File: src/rtl/menu_index_fetch.sv
// Menu screen pixel-index fetch: scrolled image-ROM addressing plus a 3-stage palette-index pipeline.
// Optional MENU_FETCH_PAUSE_EN enables the IDLE/RUN/HOLD pause control through scroll_en.
module menu_index_fetch #(
  parameter int IMG_W       = 320,
  parameter int IMG_H       = 240,
  parameter int SCALE_SHIFT = 1,
  parameter int ADDR_W      = 17
) (
  input  logic              Clk,
  input  logic              Reset_n,
  input  logic [9:0]        DrawX,
  input  logic [9:0]        DrawY,
  input  logic              blank,
  input  logic              vsync,
  input  logic              scroll_en,
  input  logic [3:0]        scroll_speed,
  output logic [ADDR_W-1:0] rom_addr,
  input  logic [3:0]        rom_q,
  output logic [3:0]        pal_index,
  output logic              pix_valid,
  output logic [8:0]        scroll_pos
);

  typedef enum logic [1:0] {
    IDLE = 2'd0,
    RUN  = 2'd1
`ifdef MENU_FETCH_PAUSE_EN
    , HOLD = 2'd2
`endif
  } state_t;

  state_t            state_q, state_d;
  logic [8:0]        offset_q, offset_d;
  logic [3:0]        speed_q, speed_d;
  logic              vsync_q;
  logic [ADDR_W-1:0] addr_q, addr_d;
  logic              valid_d1_q, valid_d2_q;
  logic [3:0]        pal_q;
  logic              pix_valid_q;

  logic              frame_tick;
  logic [9:0]        step_sum;
  logic [8:0]        offset_adv;
  logic [9:0]        ix, iy;
  logic [10:0]       x_sum, x_wrap;
  logic              in_img;

`ifndef MENU_FETCH_PAUSE_EN
  logic unused_scroll_en;
  assign unused_scroll_en = scroll_en;
`endif

  assign frame_tick = vsync_q & ~vsync;

  // Offset wraps modulo the image width so it never leaves 0..IMG_W-1.
  assign step_sum   = {1'b0, offset_q} + {6'd0, speed_q};
  assign offset_adv = (step_sum >= 10'(IMG_W)) ? 9'(step_sum - 10'(IMG_W)) : step_sum[8:0];

  always_comb begin
    state_d  = state_q;
    offset_d = offset_q;
    speed_d  = speed_q;
    if (frame_tick) begin
      speed_d = scroll_speed;
      case (state_q)
`ifdef MENU_FETCH_PAUSE_EN
        IDLE: state_d = scroll_en ? RUN : HOLD;
        RUN: begin
          if (scroll_en) offset_d = offset_adv;
          else           state_d  = HOLD;
        end
        HOLD: begin
          if (scroll_en) state_d = RUN;
        end
`else
        IDLE: state_d = RUN;
        RUN:  offset_d = offset_adv;
`endif
        default: state_d = IDLE;
      endcase
    end
  end

  assign ix     = DrawX >> SCALE_SHIFT;
  assign iy     = DrawY >> SCALE_SHIFT;
  assign x_sum  = {1'b0, ix} + {2'd0, offset_q};
  assign x_wrap = (x_sum >= 11'(IMG_W)) ? (x_sum - 11'(IMG_W)) : x_sum;
  assign in_img = blank & (ix < 10'(IMG_W)) & (iy < 10'(IMG_H));

  always_comb begin
    addr_d = '0;
    if (in_img) addr_d = ADDR_W'(iy) * ADDR_W'(IMG_W) + ADDR_W'(x_wrap);
  end

  always_ff @(posedge Clk) begin
    if (!Reset_n) begin
      state_q     <= IDLE;
      offset_q    <= '0;
      speed_q     <= '0;
      vsync_q     <= 1'b1;
      addr_q      <= '0;
      valid_d1_q  <= 1'b0;
      valid_d2_q  <= 1'b0;
      pal_q       <= '0;
      pix_valid_q <= 1'b0;
    end else begin
      state_q     <= state_d;
      offset_q    <= offset_d;
      speed_q     <= speed_d;
      vsync_q     <= vsync;
      addr_q      <= addr_d;
      valid_d1_q  <= in_img;
      valid_d2_q  <= valid_d1_q;
      pal_q       <= valid_d2_q ? rom_q : 4'd0;
      pix_valid_q <= valid_d2_q;
    end
  end

  assign rom_addr   = addr_q;
  assign pal_index  = pal_q;
  assign pix_valid  = pix_valid_q;
  assign scroll_pos = offset_q;

endmodule

File: config.mk
export PLATFORM = sky130hd
export DESIGN_NAME = menu_index_fetch
export DESIGN_NICKNAME = d
export VERILOG_FILES = /design/src/rtl/menu_index_fetch.sv
export SDC_FILE = /design/constraint.sdc
export NUM_CORES = 1
export LEC_CHECK = 0
export ABC_AREA = 0
export CORE_MARGIN = 4
export CORE_UTILIZATION = 40
export DETAILED_ROUTE_END_ITERATION = 10
export GPL_TIMING_DRIVEN = 1
export PLACE_DENSITY = 0.66
export SLEW_MARGIN = 30
export SYNTH_ARGS = -nofsm -noshare
export SYNTH_HDL_FRONTEND = slang
export SYNTH_SLANG_ARGS = --single-unit
File: constraint.sdc
create_clock -name Clk -period 9.4 [get_ports Clk]
set_input_delay 1.88 -clock Clk [delete_from_list [all_inputs] [get_ports Clk]]
set_output_delay 1.88 -clock Clk [all_outputs]
set_load 0.1 [all_outputs]
==> results.cfg <==
[run_status]
run_status = finished clean

[logic_synthesis]
synth_edf_count = 0
synth_nets = 401
ys.flop_type = dfxtp_1
synth-seq-cells = 39
netlist_area_mm2 = 0.00286
yosys_warnings = 0
avgSynthCellArea_um2 = 8.73
postSynth.asyncResetShare_pct = 0
synthDistinctLibCells = 63
yosysSeqAreaShare_pct = 27.3
syn_inst = 328

[global_routing]
met2_usage_pct = 22.3
use_met3_pct = 2.76
grt_pass1_wl_um = 10600
grt_max_degree = 25
met1_usage_pct = 21.8
grt_pass1_vias = 2267
antenna_found_initial = 0
track_usage_pct = 14.9
busiest_layer = met2
grt_overflow_total = 0

[detailed_routing]
wl_per_cell_um = 13.2
drt_iter0_markers = 100
routed_via_density = 5.24
num_vias = 2546
ant_nets = 0
drt-pass1-iter-count = 4
drc = 0
routed_wl_um = 6430

[critical_path]
worstSetupStartpointType = input port
cp_common_cell = ha_1
slowest_stage = or4_1
r2r_start = scroll_pos[4]$_SDFFE_PN0P_
crit_end = rom_addr[16]$_SDFF_PN0_
path_cells = clkdlybuf4s50_1 -> ha_1 -> inv_1 -> fa_1 -> nand2b_1 -> a211o_1 -> a21oi_1 -> or3_1 -> ha_1 -> nand4b_1 -> or4_1 -> and2_1 -> o311ai_2 -> ha_1 -> inv_1 -> fa_1 -> nor2b_1 -> o21ai_0 -> a21boi_0 -> o211a_1 -> and3b_1 -> mux2_2
setup.worst_path.start = DrawX[1]
path_class = in -> reg
endpoint_kind = flop
r2r_end = rom_addr[16]$_SDFF_PN0_
reg2reg_depth = 19
worstPathRequired_ns = 9.57
crit_fanout = 6
worstPathArrival_ns = 7.22
slowest_delay_ns = 0.56
r2r_slack_ns = 3.92

[placement]
hpwl_um = 5200
dp.cells = 478
routabilityCongestion = 0.878
post-place-ws_ns = 2.13
portBuffers = 60

[clocking]
clk_pin_slew_ns = 0.08
htree_levels = 2
numCtsBuffers = 5
cts_setup_buffers = 0
cts_tree = done
cts_sinks = 39
holdBufCountCts = 0
clockBufferDepth = 2
cts_resized = 0
clkLatencyLatePin_ns = 0.29
root_buffer = clkbuf_8

[sta]
drv_slew = 0
rsz0062_at_grt = false
hold_violations = 0
setup_viol = 0
slew_headroom_pct = 33.3
setup_ws_ns = 2.35
max_freq_mhz = 142
fin_crit_ns = 7.05
tightestPinTransition_ns = 0.998
setup-tns-final_ns = 0
fin_crit_sh_pct = 75.0
fin_skew_ns = 0.0138

[cells_and_area]
layout_commonest_cell = clkdlybuf4s50_1
fill_cells = 685
nNetsFinal = 462
layout_common_cells = 60 x clkdlybuf4s50_1, 39 x dfxtp_1, 36 x ha_1, 28 x nor2_1, 19 x inv_1
multi_input_area_mm2 = 0.00198
drive_gt1_share_pct = 5.90
syn_to_final_growth_pct = 28.3
instances_no_fill = 486
final_util_pct = 53.5
insertedDiodeCount = 0
regArea_um2 = 781

[floorplanning]
initial_core_util_pct = 41.7
die-area_mm2 = 0.00858
io_pins = 64
die_h_um = 92.6
fp.dieW_um = 92.6
core_mm2 = 0.00687
rows = 30

[pwr]
peakVddDrop_mv = 0.0602
p_per_area_mw_per_mm2 = 124
power_w = 0.000456
leakagePower_nw = 1.51

[job]
maxCapViolations = 0

[hold_path]
hold_path_class = reg -> reg
==> synthesized netlist by cell type, types with 6 or more instances <==
cell | instances | share of area [%]
a21oi_1 | 16 | 2.8
o21ai_0 | 14 | 2.4
dfxtp_1 | 39 | 27
ha_1 | 36 | 16
nand4_1 | 6 | 1.3
inv_1 | 19 | 2.5
nand2_1 | 14 | 1.8
xnor2_1 | 9 | 2.8
nand3_1 | 10 | 1.7
nor2_1 | 28 | 3.7
a21o_1 | 6 | 1.6
a211oi_1 | 9 | 2.4
nor2b_1 | 11 | 2.4
and2_1 | 14 | 3.1
xor2_1 | 8 | 2.4
==> registers in the layout, summed over array words and instances (netlist names) <==
signal and flops:
pal_index 4, pix_valid 1, rom_addr 17, scroll_pos 9
speed_q 4, state_q 1, valid_d1_q 1, valid_d2_q 1
vsync_q 1
==> worst min-delay path by stage <==
stage	startpoint	endpoint	cells past startpoint
2_1_floorplan	valid_d1_q$_SDFF_PN0_	valid_d2_q$_SDFF_PN0_	1
3_3_place_gp	valid_d1_q$_SDFF_PN0_	valid_d2_q$_SDFF_PN0_	1
3_5_place_dp	valid_d1_q$_SDFF_PN0_	valid_d2_q$_SDFF_PN0_	1
4_1_cts	valid_d1_q$_SDFF_PN0_	valid_d2_q$_SDFF_PN0_	1
5_1_grt	valid_d1_q$_SDFF_PN0_	valid_d2_q$_SDFF_PN0_	1
6_report	valid_d1_q$_SDFF_PN0_	valid_d2_q$_SDFF_PN0_	1
==> routing by layer <==
metal  vias to the layer above  share of wire [%]
met5                         -                  0
li1                       1320                  -
met2                        52                 43
met4                         0                1.3
met1                      1166                 52
met3                         8                4.1
==> worst max-delay path: cells and delay by family <==
family          cells  cell delay (ns)
mux                 1             0.33
fa+ha+maj           5             1.39
buf+inv             3             0.59
compound gates      6             1.39
simple gates        7             1.64
==> stage by stage <==
stage	hold WS, ns	cell area, um2
after floorplan	0.412	2860
after global placement	0.417	3560
after CTS	0.442	3670
after detailed placement	0.419	3560
final	0.439	3670
after global routing	0.477	3670
==> layout make-up <==
| cell class | count | share of cell area (%) |
|---|---|---|
| clock inverters | 3 | 1.19 |
| clock buffers | 5 | 1.87 |
| well taps | 96 | 3.27 |
| multi-input cells | 262 | 53.8 |
| flip-flops and latches | 39 | 21.2 |
| inverters | 20 | 2.04 |
| repair buffers | 61 | 16.5 |
==> cell families after synthesis <==
family	count (synthesis)	share of synthesized area [%]
compound gates	83	20.8
xor+xnor	18	5.77
fa+ha+maj	40	18.5
buf+inv	27	3.67
flops	39	27.3
mux	7	2.53
simple gates	114	21.5
==> where the power goes <==
group | leakage [nW] | switching [W] | internal (W)
clock | 0.0581 | 0.0000609 | 0.0000791
sequential | 0.317 | 0.00000305 | 0.000170
combinational | 1.14 | 0.0000848 | 0.0000576
Power figures use the tool's default switching activity.
==> edit (config.mk and constraints unchanged) <==
`IMG_H`: 240 -> 120.
--- a/src/rtl/menu_index_fetch.sv
+++ b/src/rtl/menu_index_fetch.sv
@@ -3,5 +3,5 @@
 module menu_index_fetch #(
   parameter int IMG_W       = 320,
-  parameter int IMG_H       = 240,
+  parameter int IMG_H       = 120,
   parameter int SCALE_SHIFT = 1,
   parameter int ADDR_W      = 17
Behaviour: not the same (a bounded check fails within 4 cycles, from zero or initial values and one cycle with Reset_n low).
==> edit against the original RTL <==
Total power is 8.0% lower; area after synthesis is 2.5% lower; via count is 5.2% lower; setup slack better by 170 ps; global-route usage is 0.23 points higher; sequential cell count stayed put; design area is 2.3% lower; wire length is 3.3% lower; sequential share of layout area is 0.50 points higher; count of clock-buffer cells in the layout stayed put; first-iteration DRC count is 29% lower; final cell count is 1.9% lower.
==> edit: results (changes against the original RTL) <==
status:
  status: "finished clean"
synthesis:
  synth-xor-area-share: 0.0722  # +0.0145
  ys_types: 54  # -14%
  synthTopCellsByArea: "dfxtp_1 (28%), ha_1 (16%), xor2_1 (4.1%)"
  synthTopCellsByCount: "dfxtp_1 (39), ha_1 (36), nor2_1 (23), a21oi_1 (19), nand2_1 (18)"
  synth_nets: 394  # -1.7%
  muxShareOfSynthArea: 0.0184  # -0.00696
  yosysSeqAreaShare: 0.280  # +0.00709
  synth_fa_ha_area_frac: 0.190  # +0.00482
  synth-compound-area-share: 0.178  # -0.0291
critical_path:
  reg2reg_slack_ps: 4080  # +160 ps
  worst_ep_arrival_time_ps: 7070  # -150 ps
  cpPeakStageDelay_ps: 550
  startpoint: "DrawX[2]"
  rr_worst_depth: 21  # +2
  crit_path_top_delay_cell: "or4_4"
  critPathMaxFanout: 8  # +2
final_layout:
  nonClkBufAreaFrac: 0.169  # +0.00386
  fillers: 638  # -6.9%
  fin_nets: 453  # -1.9%
  comb.multi_input.count: 256  # -2.3%
  inv_count: 17  # -15%
  drive_gt1_frac: 0.0472  # -0.0117
  diodes: 0  # unchanged
  clk_share: 0.0314  # +0.000715
  multi_input_area_sq_mm: 0.00191  # -3.7%
  seq_share: 0.217  # +0.00496
place:
  io_buffers: 60  # unchanged
  post-dp-hpwl_mm: 4.97  # -4.5%
  post-place-ws_ps: 2210  # +84.2 ps
  gp_congestion: 0.824  # -6.1%
power:
  p_comb_mw: 0.109  # -23%
  ir_drop_mv: 0.0567  # -5.8%
  power.share.clock: 0.333  # +0.026
  finalPower_mw: 0.420  # -8.0%
  leakage_nw: 1.57  # +3.5%
  p_int_mw: 0.296  # -3.8%
sta:
  skew_ps: 9.49  # -4.26 ps
  max-slew-margin-rel: 0.344  # +0.0108
global_routing:
  grt_usage: 0.151  # +0.00232
  grt_max_degree: 27  # +8.0%
  grt_pass1_vias: 2279  # +0.53%
  grt_pass1_wl_mm: 10.6  # -0.77%
clock_tree:
  cts_max_path_buffers: 2  # unchanged
route:
  wirelength_mm: 6.22  # -3.3%
  dr_total_vias: 2414  # -5.2%
  initialDrtViolationCount: 71  # -29%
edit: layer usage:
metal	wire length [microns]	track usage
met1	3040	0.202
met2	2810	0.245
met3	283	0.0298
met4	84	0.0452
met5	0	0
edit: cells by family (layout without fill, tap and decap cells):
kind of cell / Yosys count / count (layout)
simple gates: 115 / 115
compound gates: 73 / 73
fa+ha+maj: 40 / 40
flops: 39 / 39
buf+inv: 26 / 86
xor+xnor: 23 / 23
mux: 5 / 5
edit: through the flow:
stage	cell area [sq um]	std cells	hold WS (ps)
floorplan	2790	321	412
global placement	3480	469	420
detailed placement	3480	469	437
CTS	3590	477	447
global route	3590	477	488
finish	3590	477	436
edit: worst max path at each step:
stage | slack (ps) | end
floorplan | 3270 | rom_addr[16]
CTS | 2510 | rom_addr[16]
global placement | 2310 | rom_addr[16]
detailed placement | 2210 | rom_addr[16]
finish | 2520 | rom_addr[16]
global route | 2000 | rom_addr[16]
